<file path="src/rtl/sample_iterator_pkg.sv">
// Shared rasterizer parameters and types for the sample iterator stage.
//   SIGFIG/RADIX : fixed-point word width and fraction bits
//   VERTS/AXIS/COLORS : triangle and color geometry
//   iter_state_t : walker FSM states
//   LL/UR/X/Y    : indices into the packed box {ur_y, ur_x, ll_y, ll_x}
//   SS_*         : one-hot subsample rate encodings
package sample_iterator_pkg;

    localparam int unsigned SIGFIG = 24;
    localparam int unsigned RADIX  = 10;
    localparam int unsigned VERTS  = 3;
    localparam int unsigned AXIS   = 3;
    localparam int unsigned COLORS = 3;

    typedef enum logic {
        WAIT_STATE,
        TEST_STATE
    } iter_state_t;

    // Box is viewed as [corner][axis][SIGFIG-1:0]; corner 1 / axis 1 sit in the MSBs.
    localparam int unsigned LL = 0;
    localparam int unsigned UR = 1;
    localparam int unsigned X  = 0;
    localparam int unsigned Y  = 1;

    localparam logic [3:0] SS_1X  = 4'b1000;
    localparam logic [3:0] SS_4X  = 4'b0100;
    localparam logic [3:0] SS_16X = 4'b0010;
    localparam logic [3:0] SS_64X = 4'b0001;

endpackage

</file>
<file path="src/rtl/sample_step_gen.sv">
// Subsample step decoder.
//   sub_sample_i : one-hot sample rate (SS_1X/SS_4X/SS_16X/SS_64X)
//   step_o       : distance between adjacent subsamples in RADIX fixed point
// Any encoding that is not one-hot falls back to the 1spp step.
module sample_step_gen
    import sample_iterator_pkg::*;
(
    input  logic [3:0]        sub_sample_i,
    output logic [SIGFIG-1:0] step_o
);

    always_comb begin
        case (sub_sample_i)
            SS_4X:   step_o = SIGFIG'(1) << (RADIX - 1);
            SS_16X:  step_o = SIGFIG'(1) << (RADIX - 2);
            SS_64X:  step_o = SIGFIG'(1) << (RADIX - 3);
            default: step_o = SIGFIG'(1) << RADIX;
        endcase
    end

endmodule

</file>
<file path="src/rtl/sample_iterator.sv">
// Sample iterator: walks every subsample position of a triangle's bounding
// box in raster order (x fastest), one sample per cycle.
//   clk, rst          : clock, synchronous active-high reset
//   tri_R13S          : triangle vertices in
//   color_R13U        : triangle color in
//   box_R13S          : {ur_y, ur_x, ll_y, ll_x}, snapped to the subsample grid
//   validTri_R13H     : triangle/box valid (accepted only while idle)
//   subSample_RnnnnU  : one-hot sample rate, sampled on acceptance
//   tri_R14S, color_R14U : latched triangle and color
//   sample_R14S       : {y, x} current sample position
//   validSamp_R14H    : sample valid
//   halt_RnnnnL       : low while a box is being walked (upstream must hold)
module sample_iterator
    import sample_iterator_pkg::*;
(
    input  logic                          clk,
    input  logic                          rst,
    input  logic [VERTS*AXIS*SIGFIG-1:0]  tri_R13S,
    input  logic [COLORS*SIGFIG-1:0]      color_R13U,
    input  logic [4*SIGFIG-1:0]           box_R13S,
    input  logic                          validTri_R13H,
    input  logic [3:0]                    subSample_RnnnnU,
    output logic [VERTS*AXIS*SIGFIG-1:0]  tri_R14S,
    output logic [COLORS*SIGFIG-1:0]      color_R14U,
    output logic [2*SIGFIG-1:0]           sample_R14S,
    output logic                          validSamp_R14H,
    output logic                          halt_RnnnnL
);

    iter_state_t                          state_q, state_d;
    logic [VERTS*AXIS*SIGFIG-1:0]         tri_q, tri_d;
    logic [COLORS*SIGFIG-1:0]             color_q, color_d;
    logic [1:0][1:0][SIGFIG-1:0]          box_q, box_d;
    logic [SIGFIG-1:0]                    step_q, step_d;
    logic [1:0][SIGFIG-1:0]               sample_q, sample_d;
    logic                                 valid_q, valid_d;
    logic                                 halt_q, halt_d;

    logic [1:0][1:0][SIGFIG-1:0]          box_in;
    logic [SIGFIG-1:0]                    step_w;

    // One extra bit so a step past the top of the signed range cannot wrap
    // around and compare as "<= ur".
    logic signed [SIGFIG:0]               x_next, y_next, ur_x_ext, ur_y_ext;

    assign box_in = box_R13S;

    sample_step_gen u_step_gen (
        .sub_sample_i (subSample_RnnnnU),
        .step_o       (step_w)
    );

    always_comb begin
        x_next   = {sample_q[X][SIGFIG-1], sample_q[X]} + {1'b0, step_q};
        y_next   = {sample_q[Y][SIGFIG-1], sample_q[Y]} + {1'b0, step_q};
        ur_x_ext = {box_q[UR][X][SIGFIG-1], box_q[UR][X]};
        ur_y_ext = {box_q[UR][Y][SIGFIG-1], box_q[UR][Y]};
    end

    always_comb begin
        state_d  = state_q;
        tri_d    = tri_q;
        color_d  = color_q;
        box_d    = box_q;
        step_d   = step_q;
        sample_d = sample_q;
        valid_d  = valid_q;
        halt_d   = halt_q;

        case (state_q)
            WAIT_STATE: begin
                valid_d = 1'b0;
                halt_d  = 1'b1;
                if (validTri_R13H) begin
                    tri_d       = tri_R13S;
                    color_d     = color_R13U;
                    box_d       = box_in;
                    step_d      = step_w;
                    sample_d[X] = box_in[LL][X];
                    sample_d[Y] = box_in[LL][Y];
                    valid_d     = 1'b1;
                    halt_d      = 1'b0;
                    state_d     = TEST_STATE;
                end
            end
            TEST_STATE: begin
                if (x_next <= ur_x_ext) begin
                    sample_d[X] = x_next[SIGFIG-1:0];
                end else if (y_next <= ur_y_ext) begin
                    sample_d[X] = box_q[LL][X];
                    sample_d[Y] = y_next[SIGFIG-1:0];
                end else begin
                    valid_d = 1'b0;
                    halt_d  = 1'b1;
                    state_d = WAIT_STATE;
                end
            end
            default: begin
                valid_d = 1'b0;
                halt_d  = 1'b1;
                state_d = WAIT_STATE;
            end
        endcase
    end

    always_ff @(posedge clk) begin
        if (rst) begin
            state_q  <= WAIT_STATE;
            tri_q    <= '0;
            color_q  <= '0;
            box_q    <= '0;
            step_q   <= '0;
            sample_q <= '0;
            valid_q  <= 1'b0;
            halt_q   <= 1'b1;
        end else begin
            state_q  <= state_d;
            tri_q    <= tri_d;
            color_q  <= color_d;
            box_q    <= box_d;
            step_q   <= step_d;
            sample_q <= sample_d;
            valid_q  <= valid_d;
            halt_q   <= halt_d;
        end
    end

    assign tri_R14S       = tri_q;
    assign color_R14U     = color_q;
    assign sample_R14S    = sample_q;
    assign validSamp_R14H = valid_q;
    assign halt_RnnnnL    = halt_q;

endmodule

</file>
<file path="config.mk">
export PLATFORM = sky130hd
export DESIGN_NAME = sample_iterator
export DESIGN_NICKNAME = d
export VERILOG_FILES = /design/src/rtl/sample_iterator_pkg.sv /design/src/rtl/sample_step_gen.sv /design/src/rtl/sample_iterator.sv
export SDC_FILE = /design/constraint.sdc
export NUM_CORES = 1
export LEC_CHECK = 0
export ABC_CLOCK_PERIOD_IN_PS = 7700
export CAP_MARGIN = 20
export CORE_AREA = 2 2 281 283
export DETAILED_ROUTE_END_ITERATION = 8
export DIE_AREA = 0 0 283 285
export SYNTH_ARGS = -nofsm -noshare
export SYNTH_HDL_FRONTEND = slang
export SYNTH_HIERARCHICAL = 1
export SYNTH_SLANG_ARGS = --single-unit
</file>
<file path="constraint.sdc">
create_clock -name clk -period 7.7 [get_ports clk]
set_input_delay 2.31 -clock clk [delete_from_list [all_inputs] [get_ports clk]]
set_output_delay 2.31 -clock clk [all_outputs]
set_load 0.02 [all_outputs]
</file>
==> key figures <==
Setup path
  – Worst Path Required: 8.18 ns
  – CP startpoint kind: flop
  – CP endpoint kind: flop
  – Worst Path Arrival: 6.41 ns
  – Worst Path Max Fanout: 45
  – Setup Crit Path Kind: reg -> reg

Route
  – DR WL/cell: 19.39 um
  – DRT iter0 DRCs: 1,249
  – DRT Pass-1 Iters: 5
  – Vias per cell: 4.567
  – DR vias: 19,220
  – Final wirelength: 81,620 um
  – DRC: 0
  – DRT antenna net count: 0

Synth
  – Top cells by area, synth: dfxtp_1 (45%), nand2_1 (16%), a21oi_1 (11%)
  – Post-synth EDFFs: 0
  – Cell variety after synth: 70
  – Mapped cell area: 19,330 um2
  – Yosys top cell by area: dfxtp_1
  – Synth top area share: 0.4505
  – Dominant synthesized flop cell: dfxtp_1
  – Seq/Total Area, Yosys: 0.4505
  – Syn Inst Count: 2,477
  – Yosys warns: 6
  – Avg Inst Size Synth: 7.805 um2
  – Register bit total from synthesis: 435
  – Asr flop ratio synth: 0

Power
  – Sequential power share: 0.306
  – Net Sw Frac: 0.3913
  – Pwr Density: 330.8 nW/um2
  – Proportion of power drawn by combinational gates: 0.430
  – Worst VDD drop: 0.1851 mV
  – Internal power: 5.885 mW
  – LEAKAGE: 11.28 nW
  – NetSw: 3.784 mW
  – Clock Power Share: 0.264

Floorplanning
  – Die Ht: 285 um
  – Num ports: 729
  – Die area: 80,660 um2
  – Die X: 283 um
  – Core footprint: 77,970 um2
  – Initial core utilization: 0.2479
  – Cell Rows: 103

Cells and area
  – Nets@finish: 3,610
  – Fill cells: 8,046
  – Layout cells sized above 1: 0.03838
  – Commonest non-fill, non-tap cells in the layout: nand2_1 (826), clkdlybuf4s50_1 (727), a21oi_1 (443)
  – Area grow syn2layout: 51.21%
  – Commonest non-fill, non-tap cell in the layout: nand2_1
  – Finished Layout Cells: 4,209

Placed design
  – Dpl ws: 1.762 ns
  – Hpwl dp: 61,550 um
  – Port Buffers: 728
  – Dpl cells: 4,115
  – Routability Congestion: 0.8887

STA
  – Slew HR: 0.2354
  – Final TNS setup: 0 ns
  – Unrepaired setup endpoints after global routing: false
  – Period utilisation layout: 0.7703
  – FMAX: 168.6 MHz
  – Final slew viol count: 0
  – Worst clock skew: 0.02852 ns
  – Fin. Hold Viols: 0
  – Slew of the pin with the lowest slew margin: 1.147 ns
  – Tmin final: 5.931 ns
  – Final worst slack: 1.769 ns
  – Final setup fails: 0

Global route
  – Initial antenna violation count: 23
  – Congestion Overflow GR: 0
  – Largest net degree at the start of global routing: 194
  – Vias in the first global route: 18,350
  – Gr usage total: 0.1936
  – First-pass GRT wire length: 119,200 um

Clock network
  – PostCTS Resize Cnt: 0
  – Root Buffer: clkbuf_16
  – Post-CTS Setup Bufs: 0
  – Post-CTS Hold Fix Bufs: 0
  – Clk sinks: 435
  – Clock latency on the worst-skew pair: 0.61 ns
  – CTS HTree Levels: 2
  – TritonCTS clock tree: done
  – Worst-path clk slew: 0.06 ns
  – Max clock buf depth: 3
  – Num CTS Buffers: 51

Status
  – Status: completed

Job
  – Number of max-cap violations: 0

Min path
  – Worst Hold Class: reg -> reg
==> synth_stat cells (6+ instances only) <==
cell type	instances
a211o_1	6
a211oi_1	27
a21o_1	36
a21oi_1	444
a31oi_1	8
buf_1	15
buf_4	20
clkbuf_1	134
dfxtp_1	435
ha_1	98
inv_1	72
mux2i_1	38
nand2_1	827
nand2b_1	11
nand3_1	17
nand4_1	8
nor2_1	65
nor2b_1	8
nor3_1	12
o211ai_1	27
o21a_1	8
o21ai_0	29
xnor2_1	28
xor2_1	14
==> critical path, cell delays in order (launching register included) <==
cell and delay (ns):
dfxtp_1 0.34, ha_1 0.22, inv_1 0.08, fa_1 0.25
nor2b_4 0.05, o31a_1 0.30, o211a_4 0.30, o311ai_4 0.28
a211oi_2 0.13, a211o_1 0.34, a21o_1 0.20, a21oi_2 0.14
xnor2_1 0.08, ha_1 0.31, or3b_1 0.35, a221oi_1 0.22
o21ai_1 0.14, o21ai_2 0.14, buf_4 0.43, nand2b_1 0.24
nand2_2 0.53, and4_1 0.48, a211o_1 0.26
==> layout make-up <==
class | instances | area [um2] | area share
well taps | 1050 | 1314 | 0.04494
repair buffers | 744 | 7495 | 0.2564
flip-flops and latches | 435 | 8710 | 0.2979
clock buffers | 68 | 1410 | 0.04824
diodes | 6 | 15.01 | 0.0005136
multi-input cells | 1815 | 9709 | 0.3321
inverters | 72 | 270.3 | 0.009245
clock inverters | 19 | 310.3 | 0.01061
==> worst paths after layout <==
kind	cells after the start	slack [ns]	from	endpoint
hold reg to reg	2	0.45	box_q[23]$_SDFFE_PP0P_	box_q[23]$_SDFFE_PP0P_
setup reg to reg	22	1.77	step_q[0]$_SDFFE_PP0P_	sample_R14S[42]$_SDFFE_PP0P_
hold / removal	2	0.45	box_q[23]$_SDFFE_PP0P_	box_q[23]$_SDFFE_PP0P_
setup / recovery	22	1.77	step_q[0]$_SDFFE_PP0P_	sample_R14S[42]$_SDFFE_PP0P_
==> through the flow <==
stage | hold WS [ns] | total power, mW | util | area, um2
4_1_cts | 0.4519 | 9.765 | 0.3745 | 29200
6_report | 0.4503 | 9.669 | 0.3749 | 29230
3_3_place_gp | 0.4400 | 7.128 | 0.3525 | 27480
2_1_floorplan | 0.4332 | 5.448 | - | 19400
3_5_place_dp | 0.4435 | 7.154 | 0.3525 | 27480
5_1_grt | 0.4646 | 10.27 | 0.3749 | 29230
==> registers in the layout (all words and copies together), names as in the netlist <==
name / flops
color_R14U: 72
tri_R14S: 216
box_q: 72
sample_R14S: 48
step_q: 24
state_q: 1
halt_RnnnnL: 1
validSamp_R14H: 1
==> power groups by stage <==
stage | Sequential (mW) | Combinational [mW] | Clock [mW]
finish | 2.95 | 4.16 | 2.55
global route | 3.00 | 4.55 | 2.72
floorplan | 3.28 | 2.16 | 0
global placement | 2.99 | 4.14 | 0
detailed placement | 3.00 | 4.16 | 0
CTS | 2.95 | 4.17 | 2.64
==> layer usage <==
| layer | vias to the layer above | track usage | routed length [um] |
|---|---|---|---|
| li1 | 9546 | - | - |
| met2 | 650 | 0.3218 | 38440 |
| met4 | 30 | 0.07793 | 3312 |
| met3 | 163 | 0.06264 | 6736 |
| met5 | - | 0 | 212 |
| met1 | 8832 | 0.2306 | 32930 |
==> logic make-up (layout without fill, tap and decap cells) <==
| group | count (synthesis) | after routing | synth area share |
|---|---|---|---|
| AO/OA/AOI/OAI | 634 | 634 | 0.1903 |
| XOR/XNOR | 42 | 42 | 0.01903 |
| adder cells (fa/ha/maj) | 100 | 100 | 0.06550 |
| buffers and inverters | 246 | 903 | 0.05197 |
| flip-flops | 435 | 435 | 0.4505 |
| multiplexers | 40 | 40 | 0.02084 |
| other | 1 | 26 | 0.0001940 |
| AND/OR/NAND/NOR | 979 | 979 | 0.2017 |
Note: power is estimated with default switching activity, not from simulation.
